[src/rtl/window_stream_packer_if.sv]
// -----------------------------------------------------------------------------
// window_stream_packer_if
// Bundles the sample stream (input side) and the packed window stream (output
// side) of window_stream_packer.
//
// Optional feature macro: WIN_PACK_RUNSUM_EN adds the signed win_sum signal.
//
// Signals:
//   in_data    signed sample from the producer
//   in_valid   in_data valid
//   in_ready   packer can accept a sample
//   win_data   packed window, lane i at [DATA_W*i +: DATA_W], lane 0 oldest
//   win_valid  win_data valid
//   win_ready  consumer accepts the window
//   fill_level samples held in the shift register, saturating at WIN_LEN
//   win_sum    (WIN_PACK_RUNSUM_EN) wrapping sum of the emitted window
//
// Modports:
//   slave  - the packer (receives samples, drives windows)
//   master - the environment around it (drives samples, consumes windows)
// -----------------------------------------------------------------------------
interface window_stream_packer_if #(
   parameter int DATA_W  = 32,
   parameter int WIN_LEN = 8
);
   logic signed [DATA_W-1:0]  in_data;
   logic                      in_valid;
   logic                      in_ready;
   logic [WIN_LEN*DATA_W-1:0] win_data;
   logic                      win_valid;
   logic                      win_ready;
   logic [6:0]                fill_level;
`ifdef WIN_PACK_RUNSUM_EN
   logic signed [DATA_W-1:0]  win_sum;

   modport slave (
      input  in_data, in_valid, win_ready,
      output in_ready, win_data, win_valid, fill_level, win_sum
   );
   modport master (
      output in_data, in_valid, win_ready,
      input  in_ready, win_data, win_valid, fill_level, win_sum
   );
`else
   modport slave (
      input  in_data, in_valid, win_ready,
      output in_ready, win_data, win_valid, fill_level
   );
   modport master (
      output in_data, in_valid, win_ready,
      input  in_ready, win_data, win_valid, fill_level
   );
`endif
endinterface

[src/rtl/window_stream_packer.sv]
// -----------------------------------------------------------------------------
// window_stream_packer
// Turns a stream of signed samples into packed sliding windows of WIN_LEN
// samples for the window-sum adder tree. Valid/ready on both sides, a
// configurable stride between windows once full, and a synchronous flush.
//
// Optional feature macro: WIN_PACK_RUNSUM_EN -- keeps an incremental running
// sum of the window and registers it as win_sum alongside win_data.
//
// Ports:
//   i_clk    rising-edge clock
//   i_rst_n  asynchronous active-low reset
//   i_clear  synchronous flush of all window state (priority over accept)
//   if_win   window_stream_packer_if.slave (sample in, window out, fill_level)
//
// Parameters:
//   DATA_W   sample width (signed two's complement)
//   WIN_LEN  samples per window, 2..64
//   STRIDE   accepts between consecutive windows once full, 1..65535
// -----------------------------------------------------------------------------
module window_stream_packer #(
   parameter int DATA_W  = 32,
   parameter int WIN_LEN = 8,
   parameter int STRIDE  = 1
) (
   input  logic                  i_clk,
   input  logic                  i_rst_n,
   input  logic                  i_clear,
   window_stream_packer_if.slave if_win
);
   localparam int                CNT_W    = (STRIDE > 1) ? $clog2(STRIDE) : 1;
   localparam logic [6:0]        FULL     = 7'(WIN_LEN);
   localparam logic [6:0]        FULL_M1  = 7'(WIN_LEN - 1);
   localparam logic [CNT_W-1:0]  CNT_LAST = CNT_W'(STRIDE - 1);

   // fill_level counts up to WIN_LEN and then sticks there
   function automatic logic [6:0] sat_fill(input logic [6:0] f);
      return (f == FULL) ? f : f + 7'd1;
   endfunction

   logic [WIN_LEN-1:0][DATA_W-1:0] r_lane;
   logic [WIN_LEN-1:0][DATA_W-1:0] r_win_data;
   logic                           r_win_valid;
   logic [6:0]                     r_fill;
   logic [CNT_W-1:0]               r_stride_cnt;

   logic                           w_in_ready;
   logic                           w_accept;
   logic                           w_full;
   logic                           w_fill_done;
   logic                           w_emit;
   logic [CNT_W-1:0]               w_cnt_nxt;
   logic [WIN_LEN-1:0][DATA_W-1:0] w_shift;

   assign w_in_ready  = !r_win_valid || if_win.win_ready;
   assign w_accept    = if_win.in_valid && w_in_ready;
   assign w_full      = (r_fill == FULL);
   assign w_fill_done = (r_fill == FULL_M1);
   // Lane 0 is evicted, the new sample enters at the top (newest) lane
   assign w_shift     = {if_win.in_data, r_lane[WIN_LEN-1:1]};

   // The filling accept emits and restarts the stride count; afterwards every
   // STRIDE-th accept emits.
   assign w_emit = w_accept && (w_fill_done || (w_full && (r_stride_cnt == CNT_LAST)));

   always_comb begin
      w_cnt_nxt = r_stride_cnt;
      if (w_fill_done) begin
         w_cnt_nxt = '0;
      end else if (w_full) begin
         w_cnt_nxt = (r_stride_cnt == CNT_LAST) ? '0 : r_stride_cnt + 1'b1;
      end
   end

`ifdef WIN_PACK_RUNSUM_EN
   function automatic logic signed [DATA_W-1:0] wrap_acc(
      input logic signed [DATA_W-1:0] acc,
      input logic signed [DATA_W-1:0] add,
      input logic signed [DATA_W-1:0] sub
   );
      return acc + add - sub;
   endfunction

   logic signed [DATA_W-1:0] r_sum;
   logic signed [DATA_W-1:0] r_win_sum;
   logic signed [DATA_W-1:0] w_evicted;
   logic signed [DATA_W-1:0] w_sum_nxt;

   // Before the window is full lane 0 is still a zero, but using an explicit
   // zero keeps the sum independent of how the register was cleared.
   assign w_evicted = w_full ? $signed(r_lane[0]) : '0;
   assign w_sum_nxt = wrap_acc(r_sum, if_win.in_data, w_evicted);

   always_ff @(posedge i_clk or negedge i_rst_n) begin
      if (!i_rst_n) begin
         r_sum     <= '0;
         r_win_sum <= '0;
      end else if (i_clear) begin
         r_sum     <= '0;
         r_win_sum <= '0;
      end else begin
         if (w_accept) begin
            r_sum <= w_sum_nxt;
         end
         if (w_emit) begin
            r_win_sum <= w_sum_nxt;
         end
      end
   end

   assign if_win.win_sum = r_win_sum;
`endif

   // ---- stage boundary: shift register / window output register ----
   always_ff @(posedge i_clk or negedge i_rst_n) begin
      if (!i_rst_n) begin
         r_lane       <= '0;
         r_win_data   <= '0;
         r_win_valid  <= 1'b0;
         r_fill       <= '0;
         r_stride_cnt <= '0;
      end else if (i_clear) begin
         // A pending window is discarded; win_data simply holds its last value
         r_lane       <= '0;
         r_win_valid  <= 1'b0;
         r_fill       <= '0;
         r_stride_cnt <= '0;
      end else begin
         if (w_accept) begin
            r_lane       <= w_shift;
            r_fill       <= sat_fill(r_fill);
            r_stride_cnt <= w_cnt_nxt;
         end
         // An emission on the transfer edge reloads back-to-back
         if (w_emit) begin
            r_win_data  <= w_shift;
            r_win_valid <= 1'b1;
         end else if (if_win.win_ready) begin
            r_win_valid <= 1'b0;
         end
      end
   end

   assign if_win.in_ready   = w_in_ready;
   assign if_win.win_data   = r_win_data;
   assign if_win.win_valid  = r_win_valid;
   assign if_win.fill_level = r_fill;

endmodule

[src/flat_wrapper.sv]
// flat-port wrapper written by rule: the top's interface ports become plain ports
module window_stream_packer_flat 
#(
   parameter int DATA_W  = 32,
   parameter int WIN_LEN = 8,
   parameter int STRIDE  = 1
)
  (i_clk, i_rst_n, i_clear, if_win_in_data, if_win_in_valid, if_win_win_ready, if_win_in_ready, if_win_win_data, if_win_win_valid, if_win_fill_level);
  window_stream_packer_if #(.DATA_W(DATA_W), .WIN_LEN(WIN_LEN)) if_win_i ();
  input  logic i_clk;
  input  logic i_rst_n;
  input  logic i_clear;
  input wire logic [$bits(if_win_i.in_data)-1:0] if_win_in_data;
  input wire logic [$bits(if_win_i.in_valid)-1:0] if_win_in_valid;
  input wire logic [$bits(if_win_i.win_ready)-1:0] if_win_win_ready;
  output wire logic [$bits(if_win_i.in_ready)-1:0] if_win_in_ready;
  output wire logic [$bits(if_win_i.win_data)-1:0] if_win_win_data;
  output wire logic [$bits(if_win_i.win_valid)-1:0] if_win_win_valid;
  output wire logic [$bits(if_win_i.fill_level)-1:0] if_win_fill_level;
  assign if_win_i.in_data = if_win_in_data;
  assign if_win_i.in_valid = if_win_in_valid;
  assign if_win_i.win_ready = if_win_win_ready;
  assign if_win_in_ready = if_win_i.in_ready;
  assign if_win_win_data = if_win_i.win_data;
  assign if_win_win_valid = if_win_i.win_valid;
  assign if_win_fill_level = if_win_i.fill_level;
  window_stream_packer #(.DATA_W(DATA_W), .WIN_LEN(WIN_LEN), .STRIDE(STRIDE)) u_core (.i_clk(i_clk), .i_rst_n(i_rst_n), .i_clear(i_clear), .if_win(if_win_i));
endmodule
[config.mk]
export PLATFORM = sky130hd
export DESIGN_NAME = window_stream_packer_flat
export DESIGN_NICKNAME = d
export VERILOG_FILES = /design/src/rtl/window_stream_packer_if.sv /design/src/rtl/window_stream_packer.sv /design/src/flat_wrapper.sv
export SDC_FILE = /design/constraint.sdc
export NUM_CORES = 1
export LEC_CHECK = 0
export ABC_AREA = 1
export BUFFER_PORTS_ARGS = -buffer_cell sky130_fd_sc_hd__buf_2
export CAP_MARGIN = 5
export CORE_MARGIN = 5
export CORE_UTILIZATION = 30
export CTS_CLUSTER_SIZE = 25
export DETAILED_ROUTE_END_ITERATION = 8
export SETUP_SLACK_MARGIN = 0.4
export SLEW_MARGIN = 5
export SYNTH_ARGS = -nofsm -noshare
export SYNTH_HDL_FRONTEND = slang
export SYNTH_SLANG_ARGS = --single-unit
[constraint.sdc]
create_clock -name i_clk -period 2.4 [get_ports i_clk]
set_clock_uncertainty 0.15 [all_clocks]
set_input_delay 0.48 -clock i_clk [delete_from_list [all_inputs] [get_ports i_clk]]
set_output_delay 0.48 -clock i_clk [all_outputs]
set_load 0.03 [all_outputs]
## After elaboration in Yosys (flattened, before gate mapping)

Cells that the tools add are included.
Widths: inputs -> output; s select.

| storage, ports and cells | value |
|---|---|
| bits in registers | 489 |
| output and inout port bits | 265 |

| cells by class | value |
|---|---|
| add/sub/neg operators | 2 |
| equality and inequality tests | 3 |
| muxes and demuxes | 13 |
| bitwise operators | 2 |
| reductions and logical operators | 12 |

Operators by type and width:

| cell | count |
|---|---|
| $mux 256 | 2 |
| $mux 7 | 3 |
| $mux 1 | 8 |
| $add 7x1->7 const B | 1 |
| $eq 7x3->1 const B | 1 |
| $eq 7x4->1 const B | 1 |
| $reduce_and 2->1 | 3 |
| $reduce_bool 3->1 | 2 |
| $logic_and 1x1->1 | 3 |
| $logic_or 1x1->1 | 2 |
| $ne 2x2->1 const B | 1 |
| $not 1->1 | 2 |
| $reduce_bool 2->1 | 1 |
| $add 1x1->1 const B | 1 |
| $logic_not 1->1 | 1 |

## Longest topological paths before layout

Gate-level depths: netlist (run 1).

| logic depth | value |
|---|---|
| depth in word-level cells | 6 |
| gate-level depth with buffers | 10 |

## Worst setup path after synthesis (run 1)

No wires, ideal clock.

| timing | value |
|---|---|
| path kind | reg2reg |
| from | reg u_core.r_win_valid (netlist: u_core.if_win.win_valid) |
| to | reg u_core.r_win_data, in the netlist u_core.if_win.win_data[164] |
| setup time | 0.130 ns |
| arrival time | 1.842 ns |
| required time | 2.120 ns |
| path slack | 0.277 ns |
| stages on the path, launching flop included | 10 |
| buffers on the path | 3 |
| clock period less this slack | 2.123 ns |
| cells stage by stage | dfrtp_1 > nand2_1 > nand2_1 > nor2_1 > nand2_2 > buf_2 > buf_6 > buf_6 > nand2_1 > o21ai_1 |

| between the ends | value |
|---|---|
| cells in the longest elaborated chain, start to end | 5 |

Ends and longest elaborated chain:

| what | line | text |
|---|---|---|
| from (decl) | window_stream_packer.sv:43 | `logic r_win_valid;` |
| from (signal assigned) | window_stream_packer.sv:119 | `r_win_valid <= 1'b0;` |
| from (signal assigned) | window_stream_packer.sv:125 | `r_win_valid <= 1'b0;` |
| from (signal assigned) | window_stream_packer.sv:137 | `r_win_valid <= 1'b1;` |
| $logic_not 1->1 | window_stream_packer.sv:55 | `assign w_in_ready = !r_win_valid \|\| if_win.win_ready;` |
| $logic_or 1x1->1 | window_stream_packer.sv:55 |  |
| named net if_win_in_ready | flat_wrapper.sv:16 | `output wire logic [$bits(if_win_i.in_ready)-1:0] if_win_in_ready;` |
| $logic_and 1x1->1 | window_stream_packer.sv:56 | `assign w_accept = if_win.in_valid && w_in_ready;` |
| $logic_and 1x1->1 | window_stream_packer.sv:64 | `assign w_emit = w_accept && (w_fill_done \|\| (w_full && (r_stride_cnt == CNT_LAST)));` |
| $reduce_and 2->1 (no source line) | -- |  |
| to (signal assigned) | window_stream_packer.sv:136 | `r_win_data <= w_shift;` |
| to (decl) | window_stream_packer.sv:42 | `logic [WIN_LEN-1:0][DATA_W-1:0] r_win_data;` |

The timed path passes the listed nets, and every way through them passes these cells.
A chain may end at the register's enable or synchronous reset.

## Worst setup path in the final report (run 1)

| timing | value |
|---|---|
| from | reg u_core.r_fill[2] (netlist: u_core.if_win.fill_level[2]) |
| to | out if_win_fill_level[2] |

RTL lines:

| what | line | text |
|---|---|---|
| from (decl) | window_stream_packer.sv:44 | `logic [6:0] r_fill;` |
| from (signal assigned) | window_stream_packer.sv:131 | `r_fill <= sat_fill(r_fill);` |
| to (decl) | flat_wrapper.sv:19 | `output wire logic [$bits(if_win_i.fill_level)-1:0] if_win_fill_level;` |

No word-level cell between the ends.

==> run metrics, run 1 <==
Net Sw Power 0.00412 W; clk buf depth 3; Simple-Gate Fraction of Synth Area 13.6%; Final period util 82.4%; met1 Track Usage GR 22.5%; maximum VDD drop 498 uV; FMAX 0.506 GHz; post-synthesis mux area share 0%; Antenna Nets Post-Route 0; CTS tree yes; Worst-Skew Late Latency 0.58 ns; Tot Pwr 0.0178 W; pwr/cell area 751 mW/mm2; Setup Viol. Count Final 0; vias in the first global route 14600; HPWL after DPL 34.7 mm; clock sink count approximately 490; die span in x 259 um; total of warnings raised by yosys 0; Die Y ~260 um; pins over their slew limit 0; Max-slew headroom 62.1%; combinational share of power 5.8%; # IOs 302; CP delay by family, top flip-flops; sequential share of power 47.4%; met2 usage between 20% and 30%; RSZ-0062 raised after global routing true; Mapped Area 0.0185 mm2; Fill cells around 6000; clock buffer count from CTS 52; diode count 0; CP Max Fanout 8; Int Pwr approximately 0.014 W; Max-cap violations 0; first-pass GRT wire length around 85 mm; global route overflow 0; Worst Setup End Kind primary output; grt peak-use layer met2; setup_tns 0 ns; Mapped Cells 1898; Total Routing Usage GR 15.7%; drt via density around 4.7; PortBufs roughly 300; drt total wl 54.4 mm; DR DRC count 0; Fin. Hold Viols 0; NumNets Final between 2000 and 2500; Die Area approximately 0.067 mm2; Hold/Removal Path Class in -> reg; delay of the slowest cell on the worst path 0.51 ns; slowest stage cell on the critical path dfrtp_1; Post-Layout Cell Count 3061; placed cells approximately 2900; Seq/Total Area, Yosys 65.9%; top cell type's share of synthesized area 65.9%; Crit Path Class reg -> out; WP data required 1.77 ns; Avg Cell Area, Syn 9.77 um2; GPL Wtd Cong 0.794; core footprint 0.0615 mm2; drt pass-1 iters 5; largest net degree at the start of global routing 98; Clock Power Share between 40% and 50%; minimum clock period around 2.0 ns; Yosys cell types 19; Worst EP arrival 1.35 ns; Mapped Nets ~1900; clock slew at reported path FFs roughly 0.060 ns; Worst Hold Margin 0.0539 ns; Initial Utilization 30.1%; Adder-Cell Fraction of Synth Area 0.135%; row count 91; H-tree levels 2; Critical Path Source Type flop; CTS Root Cell clkbuf_16; initial antenna violation count 0; crit path cell chain buf_2; Seq cells post-synth 488; Worst-Margin Slew 0.569 ns; Buf/Inv on CP 1; layout cell share with drive strength beyond 1 20.9%; M3 GR Usage 4.27%; Compound-Gate Fraction of Synth Area 12.4%; Layout Area Growth over Synthesis 28.0%; cell taking the most area after synthesis dfrtp_1; vias 14400; post-synthesis xor/xnor area fraction 0.0473%; top post-synthesis cells by area dfrtp_1 (66%), o21ai_0 (11%), nand3_1 (7.1%); Net Sw Frac 23.1%; outcome complete, no violations; largest family of logic cells by synthesized area simple AND/OR/NAND/NOR gates; wire per inst approximately 18 um; Iter 0 DRT Violations a little under 1000; Lkg Pwr roughly 11 nW
==> flip-flops by register name, summed over array words and instances, names as in the netlist <==
register	cells
u_core.if_win.fill_level	7
u_core.if_win.win_valid	1
u_core.if_win.win_data	256
u_core.r_lane	224
==> power by group through the flow <==
stage	combinational [W]	clock [W]	sequential, W
4_1_cts	0.00105	0.00855	0.00845
2_1_floorplan	0.000300	0	0.00873
3_5_place_dp	0.000995	0	0.00860
6_report	0.00104	0.00833	0.00845
5_1_grt	0.00116	0.00888	0.00846
3_3_place_gp	0.000974	0	0.00859
==> cells in the final DEF, fill, tap and decap left out, types with 5 or more instances in the layout <==
master	netlist	routed
dfrtp_1	488	487
o21ai_0	396	387
nand2_1	310	306
buf_2	12	300
nand3_1	264	264
inv_1	230	230
o21ai_1	60	67
clkbuf_16	0	56
dlygate4sd3_1	0	34
buf_4	0	31
buf_12	0	27
clkbuf_8	0	14
clkbuf_1	103	12
clkinv_2	0	8
buf_6	10	7
nor2_1	7	6
bufinv_16	0	5
buf_16	0	5
==> per-layer routing <==
metal | vias up | part of all wire (%)
met2 | 421 | 46
met4 | 0 | 1.8
met5 | - | 0
met1 | 7082 | 46
met3 | 67 | 6.9
li1 | 6840 | -
==> cells in the mapped netlist <==
master	count
buf_2	12
nand3_1	264
o21ai_2	1
o21bai_1	2
dfrtp_1	488
clkbuf_1	103
nand2_1	310
clkinv_1	1
nand2_2	1
xor2_1	1
nor2_1	7
inv_1	230
buf_6	10
buf_1	8
ha_1	2
o21ai_0	396
inv_2	1
or2_2	1
o21ai_1	60
==> worst paths after layout <==
check / from / endpoint / slack [ns] / cells past startpoint
max: u_core.if_win.fill_level[2] / if_win_fill_level[2] / 0.42 / 1
min: i_clear / u_core.if_win.win_valid / 0.05 / 2
max reg2reg: u_core.if_win.fill_level[1] / u_core.if_win.win_data[241] / 0.48 / 7
min reg2reg: u_core.if_win.win_data[232] / u_core.if_win.win_data[232] / 0.32 / 2
max in group asynchronous: i_rst_n / u_core.r_lane[83] / 1.00 / 4
min in group asynchronous: i_rst_n / u_core.if_win.win_data[97] / 0.30 / 2
==> logic make-up after synthesis <==
kind of cell | after synthesis
adder cells (fa/ha/maj) | 2
buffers and inverters | 365
flip-flops | 488
XOR/XNOR | 1
AO/OA/AOI/OAI | 459
AND/OR/NAND/NOR | 583
==> through the flow <==
stage / cell area (um2) / utilization (%) / worst slack (ns)
after floorplan: 18500 / - / 0.401
after global placement: 21300 / 34.6 / 0.142
after detailed placement: 21300 / 34.6 / 0.0552
after CTS: 23600 / 38.4 / 0.381
after global routing: 23700 / 38.6 / 0.355
final: 23700 / 38.6 / 0.423
==> what timing repair did <==
| item | in CTS | in global routing |
|---|---|---|
| pin swaps | 3 | 1 |
| endpoints found under the setup margin | 219 | 288 |
| cloned | 3 | 3 |
| setup buffers | 9 | 2 |
| endpoints found under the hold margin | 93 | 0 |
| hold buffers | 34 | 0 |
| resized for setup | 5 | 20 |
==> area by class of cell <==
cell class / instances / area (um2) / share of cell area [%]
Clock inverter: 18 / 233 / 0.981
Timing Repair Buffer: 408 / 2920 / 12.3
Tap cell: 790 / 988 / 4.16
Multi-Input combinational cell: 1046 / 4930 / 20.8
Inverter: 232 / 886 / 3.73
Sequential cell: 488 / 12200 / 51.5
Clock buffer: 79 / 1560 / 6.59
Power figures use the tool's default switching activity.
==> inputs of run 2 (changes only) <==
--- a/config.mk
+++ b/config.mk
@@ -5,7 +5,7 @@
 export SDC_FILE = /design/constraint.sdc
 export NUM_CORES = 1
 export LEC_CHECK = 0
-export ABC_AREA = 1
+export ABC_AREA = 0
 export BUFFER_PORTS_ARGS = -buffer_cell sky130_fd_sc_hd__buf_2
 export CAP_MARGIN = 5
 export CORE_MARGIN = 5
==> constraint.sdc (replaced) <==
create_clock -name i_clk -period 1.6 [get_ports i_clk]
set_clock_uncertainty 0.15 [all_clocks]
set_input_delay 0.32 -clock i_clk [delete_from_list [all_inputs] [get_ports i_clk]]
set_output_delay 0.32 -clock i_clk [all_outputs]
set_load 0.03 [all_outputs]
==> run 2 against run 1 <==
Effect of this change: the run now ends with negative setup slack left; synthesized cell count shrank 18%; critical endpoint is now u_core.if_win.win_data[211]; setup slack lost 0.91 ns; critical path depth up 5; non-clock buffer count up 283; largest cell class unchanged; clock-buffer cell count decreased by 6; routed wire length up 24%.
==> run metrics, run 2 <==
top post-synthesis cells by area dfrtp_1 (62%), mux2_4 (17%), nand2_1 (8.6%); Seq/Total Area, Yosys 62.1%; pwr/cell area 855 mW/mm2; largest net degree at the start of global routing 92; Die Area 0.0707 mm2; FMAX 0.480 GHz; Worst-Margin Slew approximately 1.2 ns; asr flop ratio synth 100%; total of warnings raised by yosys 0; NumNets Final between 2000 and 2500; Worst Setup End Kind flop; pins over their slew limit 0; Yosys cell types 32; DR DRC count 0; drt total wl 67.3 mm; clock slew at reported path FFs 0.06 ns; Finished Core Util 51.2%; setup_tns -142.12 ns; CP Max Fanout 8; minimum clock period roughly 2.1 ns; WP data required 1.92 ns; first-pass GRT wire length ~84 mm; row count 93; drt pass-1 iters 5; initial antenna violation count 0; Worst-Skew Late Latency 0.60 ns; H-tree levels 2; vias in the first global route 14000; layout cell share with drive strength beyond 1 67.6%; CTS tree yes; Mapped Nets 1601; cell taking the most area after synthesis dfrtp_1; Initial Utilization 30.4%; outcome finished with violations; Setup Viol. Count Final 678; Die Y 266 um; vias approximately 15000; most frequent cells in the layout dfrtp_1 (484), buf_6 (292), mux2_4 (230), nand2_4 (223), a21oi_2 (220); HPWL after DPL 34.9 mm; violated checks negative setup slack; Lkg Pwr 17.3 nW; Mapped Cells 1562; EDFF count, synth 0; Antenna Nets Post-Route 0; GPL Wtd Cong 0.812; CTS Root Cell clkbuf_16; Worst EP arrival 2.41 ns; Max-slew headroom between 15 and 20%; maximum VDD drop 852 uV; drt via density 4.74; die span in x 266 um; PnR worst setup slack -0.483 ns; Fin. Hold Viols 0; max reg flops 256; wire per inst 21.7 um; PortBufs approximately 300; Layout Area Growth over Synthesis 68.6%; clk buf depth 3; Iter 0 DRT Violations 803; clock sink count around 490; Critical Path Source Type flop; # IOs between 300 and 400; Tot Pwr 0.0283 W; Avg Cell Area, Syn between 10 and 15 um2; RSZ-0062 raised after global routing true; Mapped Area 0.0196 mm2; clock buffer count from CTS 54; diode count 0; global route overflow 0; core footprint approximately 0.065 mm2; most frequent cell after synthesis dfrtp_1; Most used DFF post-synth dfrtp_1; Seq cells post-synth 488; Max-cap violations 0; top cell type's share of synthesized area 62.1%; commonest non-fill, non-tap cell in the layout dfrtp_1; Total Routing Usage GR about 15%; top post-synthesis cells by count dfrtp_1 (488), nand2_1 (451), a21oi_1 (226), mux2_4 (226), clkbuf_1 (50); Hold/Removal Path Class in -> reg; Crit Path Class reg -> reg; Final period util 130%
==> run 2: cell count changes after synthesis, sizes merged, moves of 2 or more <==
cell,change
mux2,+257
o21bai,-2
nor4,+2
nand3,-261
buf,+24
inv,-226
o31ai,+2
clkbuf,-53
nor2,-4
nand2,+140
o21ai,-453
a21oi,+226
o311ai,+2
==> run 2: final cells by class <==
type | count | area (um2)
Clock inverter | 27 | 289
Timing Repair Buffer | 691 | 8370
Multi-Input combinational cell | 965 | 9580
Fill cell | 5129 | 31600
Inverter | 5 | 18.8
Sequential cell | 488 | 12200
Tap cell | 855 | 1070
Clock buffer | 73 | 1590
==> run 2: final timing paths <==
path / startpoint / end / slack [ns] / cells after the start
min reg2reg: u_core.if_win.win_data[243] / u_core.if_win.win_data[243] / 0.38 / 1
max in group asynchronous: i_rst_n / u_core.if_win.win_data[47] / 0.63 / 4
max: u_core.if_win.fill_level[4] / u_core.if_win.win_data[211] / -0.48 / 6
max reg2reg: u_core.if_win.fill_level[4] / u_core.if_win.win_data[211] / -0.48 / 6
min in group asynchronous: i_rst_n / u_core.if_win.win_data[192] / 0.15 / 3
min: if_win_in_valid / u_core.if_win.fill_level[4] / 0.09 / 5
==> run 2: per-stage QoR <==
stage	instances	hold WS (ns)	area, um2	setup slack (ns)
after floorplan	1562	-0.126	19900	-0.322
after detailed placement	2707	0.156	22800	-0.446
after global routing	3104	0.0684	33100	-0.545
after CTS	2889	0.0593	26200	-0.424
final	3104	0.0886	33100	-0.483
after global placement	2707	0.150	22800	-0.403
==> run 2: report_power, final <==
part	switching [W]	internal [W]	leakage, nW
clock network	0.00532	0.00776	0.918
logic	0.00140	0.00114	9.58
registers	0.000204	0.0125	6.78
==> run 2: routing by layer <==
| metal | global-route usage, % | wire [um] | share of wire [%] |
|---|---|---|---|
| met1 | 20.2 | 27700 | 41 |
| met2 | 24.1 | 34500 | 51 |
| met3 | 3.22 | 2980 | 4.4 |
| met4 | 4.41 | 2080 | 3.1 |
| met5 | 0 | 0 | 0 |
==> run 2: repair_timing <==
action / 4_1_cts / 5_1_grt
hold buffers: 33 / 0
setup buffers: 33 / 169
setup endpoints to repair: 753 / 753
gates cloned: 16 / 46
gates resized for setup: 114 / 1549
pin swaps: 34 / 367
hold endpoints to repair: 552 / 0
==> run 2: worst max-delay path, cell delays in order (launching register included) <==
cell       delay (ns)
dfrtp_2          0.42
nor4_4           0.42
nand3_4          0.12
buf_12           0.17
clkbuf_16        0.18
clkbuf_16        0.18
mux2_4           0.31
==> run 2: kinds of logic (layout without fill, tap and decap cells) <==
| group | Yosys count | count (layout) | synth area share [%] |
|---|---|---|---|
| adders and majority gates | 2 | 2 | 0.127 |
| DFF | 488 | 488 | 62.1 |
| buffers and inverters | 109 | 796 | 3.23 |
| and+or+nand+nor | 469 | 469 | 9.30 |
| AOI/OAI and AO/OA | 236 | 236 | 6.11 |
| muxes | 257 | 257 | 19.0 |
| xor gates and xnor gates | 1 | 1 | 0.0446 |
